===== src/rtl/alu_control_fsm_if.sv =====
// Instruction-side and datapath-control signals of the multicycle sequencer.
// The slave modport is the sequencer; the master drives Run/DIN.
`timescale 1ns/1ps
interface alu_control_fsm_if #(
  parameter int DATA_W = 16,
  parameter int SEL_W  = 3
);
  logic                  Run;
  logic [DATA_W-1:0]     DIN;
  logic                  IRin;
  logic [(1<<SEL_W)-1:0] Rin;
  logic [(1<<SEL_W)-1:0] Rout;
  logic                  DINout;
  logic                  Ain;
  logic                  Gin;
  logic                  Gout;
  logic [3:0]            aluSignal;
  logic                  Done;
  logic                  Busy;

  modport master (
    output Run, DIN,
    input  IRin, Rin, Rout, DINout, Ain, Gin,
    input  Gout, aluSignal, Done, Busy
  );

  modport slave (
    input  Run, DIN,
    output IRin, Rin, Rout, DINout, Ain, Gin,
    output Gout, aluSignal, Done, Busy
  );
endinterface


===== src/rtl/alu_control_fsm.sv =====
// Multicycle T0..T3 sequencer: latches an instruction into IR and
// emits register/A/G/bus controls plus the ALU op code per time slot.
`timescale 1ns/1ps
module alu_control_fsm #(
  parameter int DATA_W = 16,
  parameter int SEL_W  = 3
) (
  input  logic Clock,
  input  logic Resetn,
  alu_control_fsm_if.slave bus
);
  localparam int NREG = 1 << SEL_W;
  localparam int RX_HI = DATA_W - 4;
  localparam int RY_HI = DATA_W - 4 - SEL_W;
  localparam int LO_W = DATA_W - 3 - 2 * SEL_W;

  typedef enum logic [1:0] {T0, T1, T2, T3} state_t;

  state_t            state_q, state_d;
  logic [DATA_W-1:0] ir_q, ir_d;

  logic [2:0]        op;
  logic [SEL_W-1:0]  rx, ry;
  logic              is_mv, is_mvi;
  logic [3:0]        alu_code;

  logic              irin, dinout, ain, gin, gout, done;
  logic [NREG-1:0]   rin, rout;
  logic [3:0]        alu;

  assign op = ir_q[DATA_W-1 -: 3];
  assign rx = ir_q[RX_HI -: SEL_W];
  assign ry = ir_q[RY_HI -: SEL_W];
  assign is_mv  = (op == 3'b000);
  assign is_mvi = (op == 3'b001);

  // Low IR bits carry no control information.
  logic unused_ir;
  assign unused_ir = ^ir_q[LO_W-1:0];

  always_comb begin
    alu_code = 4'b0000;
    unique case (op)
      3'b011:  alu_code = 4'b0001;
      3'b100:  alu_code = 4'b0010;
      3'b101:  alu_code = 4'b0011;
      3'b110:  alu_code = 4'b0100;
      3'b111:  alu_code = 4'b0101;
      default: alu_code = 4'b0000;
    endcase
  end

  always_ff @(posedge Clock or negedge Resetn) begin
    if (!Resetn) begin
      state_q <= T0;
      ir_q    <= '0;
    end else begin
      state_q <= state_d;
      ir_q    <= ir_d;
    end
  end

  always_comb begin
    state_d = state_q;
    ir_d    = ir_q;
    irin    = 1'b0;
    rin     = '0;
    rout    = '0;
    dinout  = 1'b0;
    ain     = 1'b0;
    gin     = 1'b0;
    gout    = 1'b0;
    alu     = 4'b0000;
    done    = 1'b0;
    unique case (state_q)
      T0: begin
        if (bus.Run) begin
          irin    = 1'b1;
          ir_d    = bus.DIN;
          state_d = T1;
        end
      end
      T1: begin
        unique case (1'b1)
          is_mv: begin
            rout[ry] = 1'b1;
            rin[rx]  = 1'b1;
            done     = 1'b1;
            state_d  = T0;
          end
          is_mvi: begin
            dinout  = 1'b1;
            rin[rx] = 1'b1;
            done    = 1'b1;
            state_d = T0;
          end
          default: begin
            rout[rx] = 1'b1;
            ain      = 1'b1;
            state_d  = T2;
          end
        endcase
      end
      T2: begin
        rout[ry] = 1'b1;
        gin      = 1'b1;
        alu      = alu_code;
        state_d  = T3;
      end
      T3: begin
        gout    = 1'b1;
        rin[rx] = 1'b1;
        done    = 1'b1;
        state_d = T0;
      end
      default: state_d = T0;
    endcase
  end

  // Only IRin can be nonzero in T0, so gating it silences reset.
  assign bus.IRin      = irin & Resetn;
  assign bus.Rin       = rin;
  assign bus.Rout      = rout;
  assign bus.DINout    = dinout;
  assign bus.Ain       = ain;
  assign bus.Gin       = gin;
  assign bus.Gout      = gout;
  assign bus.aluSignal = alu;
  assign bus.Done      = done;
  assign bus.Busy      = (state_q != T0);
endmodule


===== src/flat_wrapper.sv =====
// flat-port wrapper written by rule: the top's interface ports become plain ports
module alu_control_fsm_flat 
#(
  parameter int DATA_W = 16,
  parameter int SEL_W  = 3
)
  (Clock, Resetn, bus_Run, bus_DIN, bus_IRin, bus_Rin, bus_Rout, bus_DINout, bus_Ain, bus_Gin, bus_Gout, bus_aluSignal, bus_Done, bus_Busy);
  alu_control_fsm_if #(.DATA_W(DATA_W), .SEL_W(SEL_W)) bus_i ();
  input  logic Clock;
  input  logic Resetn;
  input wire logic [$bits(bus_i.Run)-1:0] bus_Run;
  input wire logic [$bits(bus_i.DIN)-1:0] bus_DIN;
  output wire logic [$bits(bus_i.IRin)-1:0] bus_IRin;
  output wire logic [$bits(bus_i.Rin)-1:0] bus_Rin;
  output wire logic [$bits(bus_i.Rout)-1:0] bus_Rout;
  output wire logic [$bits(bus_i.DINout)-1:0] bus_DINout;
  output wire logic [$bits(bus_i.Ain)-1:0] bus_Ain;
  output wire logic [$bits(bus_i.Gin)-1:0] bus_Gin;
  output wire logic [$bits(bus_i.Gout)-1:0] bus_Gout;
  output wire logic [$bits(bus_i.aluSignal)-1:0] bus_aluSignal;
  output wire logic [$bits(bus_i.Done)-1:0] bus_Done;
  output wire logic [$bits(bus_i.Busy)-1:0] bus_Busy;
  assign bus_i.Run = bus_Run;
  assign bus_i.DIN = bus_DIN;
  assign bus_IRin = bus_i.IRin;
  assign bus_Rin = bus_i.Rin;
  assign bus_Rout = bus_i.Rout;
  assign bus_DINout = bus_i.DINout;
  assign bus_Ain = bus_i.Ain;
  assign bus_Gin = bus_i.Gin;
  assign bus_Gout = bus_i.Gout;
  assign bus_aluSignal = bus_i.aluSignal;
  assign bus_Done = bus_i.Done;
  assign bus_Busy = bus_i.Busy;
  alu_control_fsm #(.DATA_W(DATA_W), .SEL_W(SEL_W)) u_core (.Clock(Clock), .Resetn(Resetn), .bus(bus_i));
endmodule

===== config.mk =====
export PLATFORM = sky130hd
export DESIGN_NAME = alu_control_fsm_flat
export DESIGN_NICKNAME = d
export VERILOG_FILES = /design/src/rtl/alu_control_fsm_if.sv /design/src/rtl/alu_control_fsm.sv /design/src/flat_wrapper.sv
export SDC_FILE = /design/constraint.sdc
export NUM_CORES = 1
export LEC_CHECK = 0
export CAP_MARGIN = 20
export CORE_MARGIN = 2
export CORE_UTILIZATION = 36
export DETAILED_ROUTE_END_ITERATION = 6
export PLACE_DENSITY = 0.76
export SYNTH_ARGS = -nofsm -noshare
export SYNTH_HDL_FRONTEND = slang
export SYNTH_SLANG_ARGS = --single-unit

===== constraint.sdc =====
create_clock -name Clock -period 1.7 [get_ports Clock]
set_input_delay 0.34 -clock Clock [delete_from_list [all_inputs] [get_ports Clock]]
set_output_delay 0.34 -clock Clock [all_outputs]
set_load 0.005 [all_outputs]

Yosys cells after proc, flatten, opt, wreduce, memory -nomap -nowiden
Cells that the tools add are included.
{"block": "totals", "register_bits": 18, "inputBits": 19, "out_inout_bits": 27, "word_cells": 47}
{"block": "classes", "magnitude_cmp": 4, "n_eq_ne": 10, "muxes": 23, "n_bitwise": 1, "n_reduce_logical": 7}
{"cell": "case mux 8 bit (2 select lines)", "count": 3}
{"cell": "case mux 3 bit (5 select lines)", "count": 1}
{"cell": "== test 3 bit (second input constant)", "count": 4}
{"cell": "two-way mux 1 bit", "count": 11}
{"cell": "less-than comparator 3 x 4 -> 1 bit (second input constant)", "count": 2}
{"cell": "two-way mux 8 bit", "count": 1}
{"cell": "case mux 2 bit (4 select lines)", "count": 1}
{"cell": "demux 1 bit (select 3 bit)", "count": 2}
{"cell": ">= comparator 3 x 1 -> 1 bit (second input constant)", "count": 2}
{"cell": "== test 2 bit (second input constant)", "count": 2}
{"cell": "two-way mux 2 bit", "count": 2}
{"cell": "two-way mux 4 bit", "count": 1}
{"cell": "== test 3 x 1 -> 1 bit (second input constant)", "count": 1}
{"cell": "== test 3 x 2 -> 1 bit (second input constant)", "count": 1}
{"cell": "zero test 3 bit", "count": 1}
{"cell": "== test 2 x 1 -> 1 bit (second input constant)", "count": 1}
{"cell": "logical AND 1 bit", "count": 2}
{"cell": "zero test 2 bit", "count": 1}
{"cell": "inequality test 2 bit (second input constant)", "count": 1}
{"cell": "case mux 1 bit (2 select lines)", "count": 1}
{"cell": "AND reduction 2 bit", "count": 1}
{"cell": "nonzero test 2 bit", "count": 1}
{"cell": "OR reduction 2 bit", "count": 1}
{"cell": "bitwise AND 1 bit", "count": 1}

Logic depth before layout (Yosys ltp)
Gate-level depths: netlist (run 1).
{"block": "depth", "word_depth": 6, "depth_mapped": 5, "depth_no_buf": 5}

Worst setup path before layout (run 1)
No wires, ideal clock.
{"block": "synth_path", "path_kind": "register -> output", "startpoint": "reg u_core.state_q[0]", "endpoint": "out bus_Rout[0]", "arrival_ns": 1.191, "required_time_ns": 1.360, "slack_ns": 0.169, "stages_incl_launch_ff": 5, "n_path_buf": 0, "path_cell_list": "dfrtp_1 ha_1 nor4b_2 o211ai_1 o32ai_1"}
{"block": "synth_via", "elab_chain_cells": 2, "word_cells_on_any_way": 3, "classes_between": "eq/ne (2); mux (1)"}
{"element": "start, declared", "line_no": "alu_control_fsm.sv:19", "text": "state_t state_q, state_d;"}
{"element": "start signal, assigned", "line_no": "alu_control_fsm.sv:58", "text": "state_q <= state_d;"}
{"element": "== test 2 bit / == test 2 x 1 -> 1 bit (equally long branches)", "line_no": "alu_control_fsm.sv:75", "text": "unique case (state_q)"}
{"element": "case mux 8 bit (2 select lines) *", "line_no": "alu_control_fsm.sv:75"}
{"element": "end, declared", "line_no": "flat_wrapper.sv:15", "text": "output wire logic [$bits(bus_i.Rout)-1:0] bus_Rout;"}
Mark *: on every way between the ends. The rest lies on a longest branch, timed or not.

==> results.yml, run 1 <==
floorplan:
  io_pins: 46
  die_x_um: 49.2
  core_area_mm2: 0.00194
  die_area_mm2: 0.00243
  num_rows: 16
  start_util_pct: 38.0
  fp.dieH_um: 49.2
place:
  port_buffers: 37
  dp_hpwl_um: 1560
  place_worst_setup_slack_ns: -0.430
  place_area_mm2: 0.00127
  place_congestion: 0.738
  dp.cells: 154
grt:
  overflow: 0
  grt_max_degree: 12
  grt_pass1_vias: 865
  grt_usage_pct: 20.9
  grt_pass1_wl_um: 3800
  grt_antenna_before_repair: 0
status:
  outcome: "complete, but fails checks"
  violations: "setup timing"
timing:
  setup_ws_ns: -0.362
  hold_viol_final: 0
  slew_viol_final: 0
  rsz0062_at_grt: "yes"
  finalSetupViolCount: 23
  fin_crit_ns: 2.06
  finalCritPeriodShare_pct: 121
  setup_tns_ns: -5.75
  clock.fmax_mhz: 485
  skew_ns: 0.00421
route:
  first_pass_iters: 4
  drtIter0Drc: 8
  vias: 857
  wl_per_cell_um: 13.6
  vias_per_cell: 4.93
  drc_errors: 0
  antenna_left: 0
  drt_wl_total_um: 2360
flow_run:
  cap_violations: 0
cts:
  cts_buffers: 3
  holdBufCountCts: 0
  h-tree-depth: 1
  cts_buffer_depth: 2
  path_clk_slew_ns: 0.06
  insertion_delay_ns: 0.27
  cts-root-buf: "clkbuf_4"
  clkSinkCount: 11
  cts_tree: "yes"
setup_path:
  cp_data_arrival_time_ns: 1.72
  path_cells: "inv_2 -> ha_4 -> buf_4 -> o21a_4 -> nand3b_1 -> o32ai_2 -> buf_2"
  start_kind: "flop"
  cp-end-kind: "output pin"
  crit_fanout: 4
  path_buf_inv: 3
  crit_family: "flip-flops"
  crit_slowest_cell: "dfrtp_1"
  required_ns: 1.36
  criticalPathCategory: "flop to output pin"
  slowest_delay_ns: 0.39
power_and_ir_drop:
  vdd_drop_max_v: 0.00119
  powerDensity_mw_per_mm2: 1680
  p_leak_nw: 0.703
final_layout:
  post-route-util_pct: 77.4
  nets: 171
  fill_cells: 151
  seqCellArea_um2: 278
  area_growth_pct: 104
  multiInputGateArea_um2: 599
  fin_cells: 174
  fin_area_mm2: 0.00150
  antenna_cells: 0
  layout-drive-gt1-share_pct: 63.9
logic_synthesis:
  synth.avg_cell_area_um2: 9.83
  synth_top_area_share_pct: 37.4
  synth.net_count: 98
  ys.warnings.count: 0
  ys_types: 26
  yosys_register_bits: 11
  syn_area_um2: 737
  synthesis.instances: 75
  ys_seq_area_share_pct: 37.4
  synthFlopType: "dfrtp_1"
  synth_common_cells: "dfrtp_1 (11), mux2_2 (10), nor2_1 (9), o22ai_1 (6)"
  synth_largest_area_cell: "dfrtp_1"
  async_reset_ff_share_pct: 100
  synth.most_common_cell: "dfrtp_1"
  synth_edf_count: 0
  synthTopCellsByArea: "dfrtp_1 (37%), mux2_2 (15%), ha_1 (6.8%)"
hold_path:
  hp-class: "input pin to asynchronous set/reset pin"
-- state kept, by name, summed over array words and instances (netlist names), named ones only --
| signal | flops |
|---|---|
| u_core.ir_q | 9 |
| u_core.state_q | 1 |
-- report_power, final --
part / internal (mW) / leakage (nW) / switching, mW
combinational: 1.02 / 0.560 / 0.709
sequential: 0.400 / 0.129 / 0.215
clock: 0.0910 / 0.0150 / 0.0834
total: 1.51 / 0.703 / 1.01
-- layout make-up --
type | count | area share [%]
Clock buffer | 4 | 1.75
Inverter | 4 | 0.999
Multi-Input combinational cell | 59 | 39.9
Sequential cell | 11 | 18.5
Tap cell | 27 | 2.25
Timing Repair Buffer | 69 | 36.6
-- path summary, 6_finish.rpt --
| path | from | endpoint | slack [ns] | depth (start not counted) |
|---|---|---|---|---|
| min | Resetn | u_core.ir_q[14] | 0.42 | 2 |
| max reg2reg | u_core.state_q[0] | flop | 0.11 | 7 |
| max | flop | bus_Rout[0] | -0.36 | 7 |
| min reg2reg | u_core.ir_q[9] | u_core.ir_q[9] | 0.54 | 1 |
| min in group Clock | u_core.ir_q[9] | u_core.ir_q[9] | 0.54 | 1 |
| max in group asynchronous | Resetn | u_core.state_q[0] | 1.13 | 2 |
-- cells in the final DEF (no fill, tap or decap), drive strengths merged, types with 2 or more instances in the layout --
cell type      synthesis  routed
mux2                  10      10
o32ai                  2       2
clkdlybuf4s50          0      11
nand2                  4       4
nor3                   2       2
nand2b                 4       4
nor2                   9       9
o211ai                 2       2
and3                   2       2
or2                    2       2
dlygate4sd2            0       5
inv                    4       4
o21ai                  2       2
buf                    1      50
ha                     4       4
clkbuf                 0       6
dfrtp                 11      11
o22ai                  6       6
-- timing repair --
action                     CTS  global route
setup buffers               16             2
setup endpoints to repair   26            26
pin swaps                   21            11
hold endpoints to repair     0             0
resized for setup          111            14
cloned                       0             0
-- through the flow --
step           hold slack, ns  total power [mW]
2_1_floorplan          0.0444              1.13
3_3_place_gp            0.517              1.78
3_5_place_dp            0.525              1.82
4_1_cts                 0.429              2.35
5_1_grt                 0.442              2.69
6_report                0.420              2.52
-- cell families after synthesis --
family | after synthesis | share of synthesized area, %
adders and majority gates | 4 | 6.79
buffers and inverters | 5 | 3.06
DFF | 11 | 37.4
and+or+nand+nor | 28 | 21.1
other | 1 | 0.509
AOI/OAI and AO/OA | 16 | 16.0
muxes | 10 | 15.3
-- routing by layer --
metal	vias to the layer above	share of wire [%]	global-route usage [%]
met1	404	40	22.5
met3	5	5.4	4.60
met5	-	0	0
met2	29	52	38.1
met4	0	2.1	10.0
li1	419	-	-
(Power assumes the default switching activity.)
==> inputs of run 2 (changes only) <==
--- a/config.mk
+++ b/config.mk
@@ -9,6 +9,7 @@
 export CORE_MARGIN = 2
 export CORE_UTILIZATION = 36
 export DETAILED_ROUTE_END_ITERATION = 6
+export GPL_ROUTABILITY_DRIVEN = 0
 export PLACE_DENSITY = 0.76
 export SYNTH_ARGS = -nofsm -noshare
 export SYNTH_HDL_FRONTEND = slang
==> results of run 2 <==
Same layout as run 1: the final DEF is identical, and so are final timing and power.
==> inputs of run 3 (changes only) <==
--- a/config.mk
+++ b/config.mk
@@ -10,6 +10,7 @@
 export CORE_UTILIZATION = 36
 export DETAILED_ROUTE_END_ITERATION = 6
 export GPL_ROUTABILITY_DRIVEN = 0
+export HOLD_SLACK_MARGIN = 0.06
 export PLACE_DENSITY = 0.76
 export SYNTH_ARGS = -nofsm -noshare
 export SYNTH_HDL_FRONTEND = slang
==> results of run 3 <==
Same layout as run 1: the final DEF is identical, and so are final timing and power.
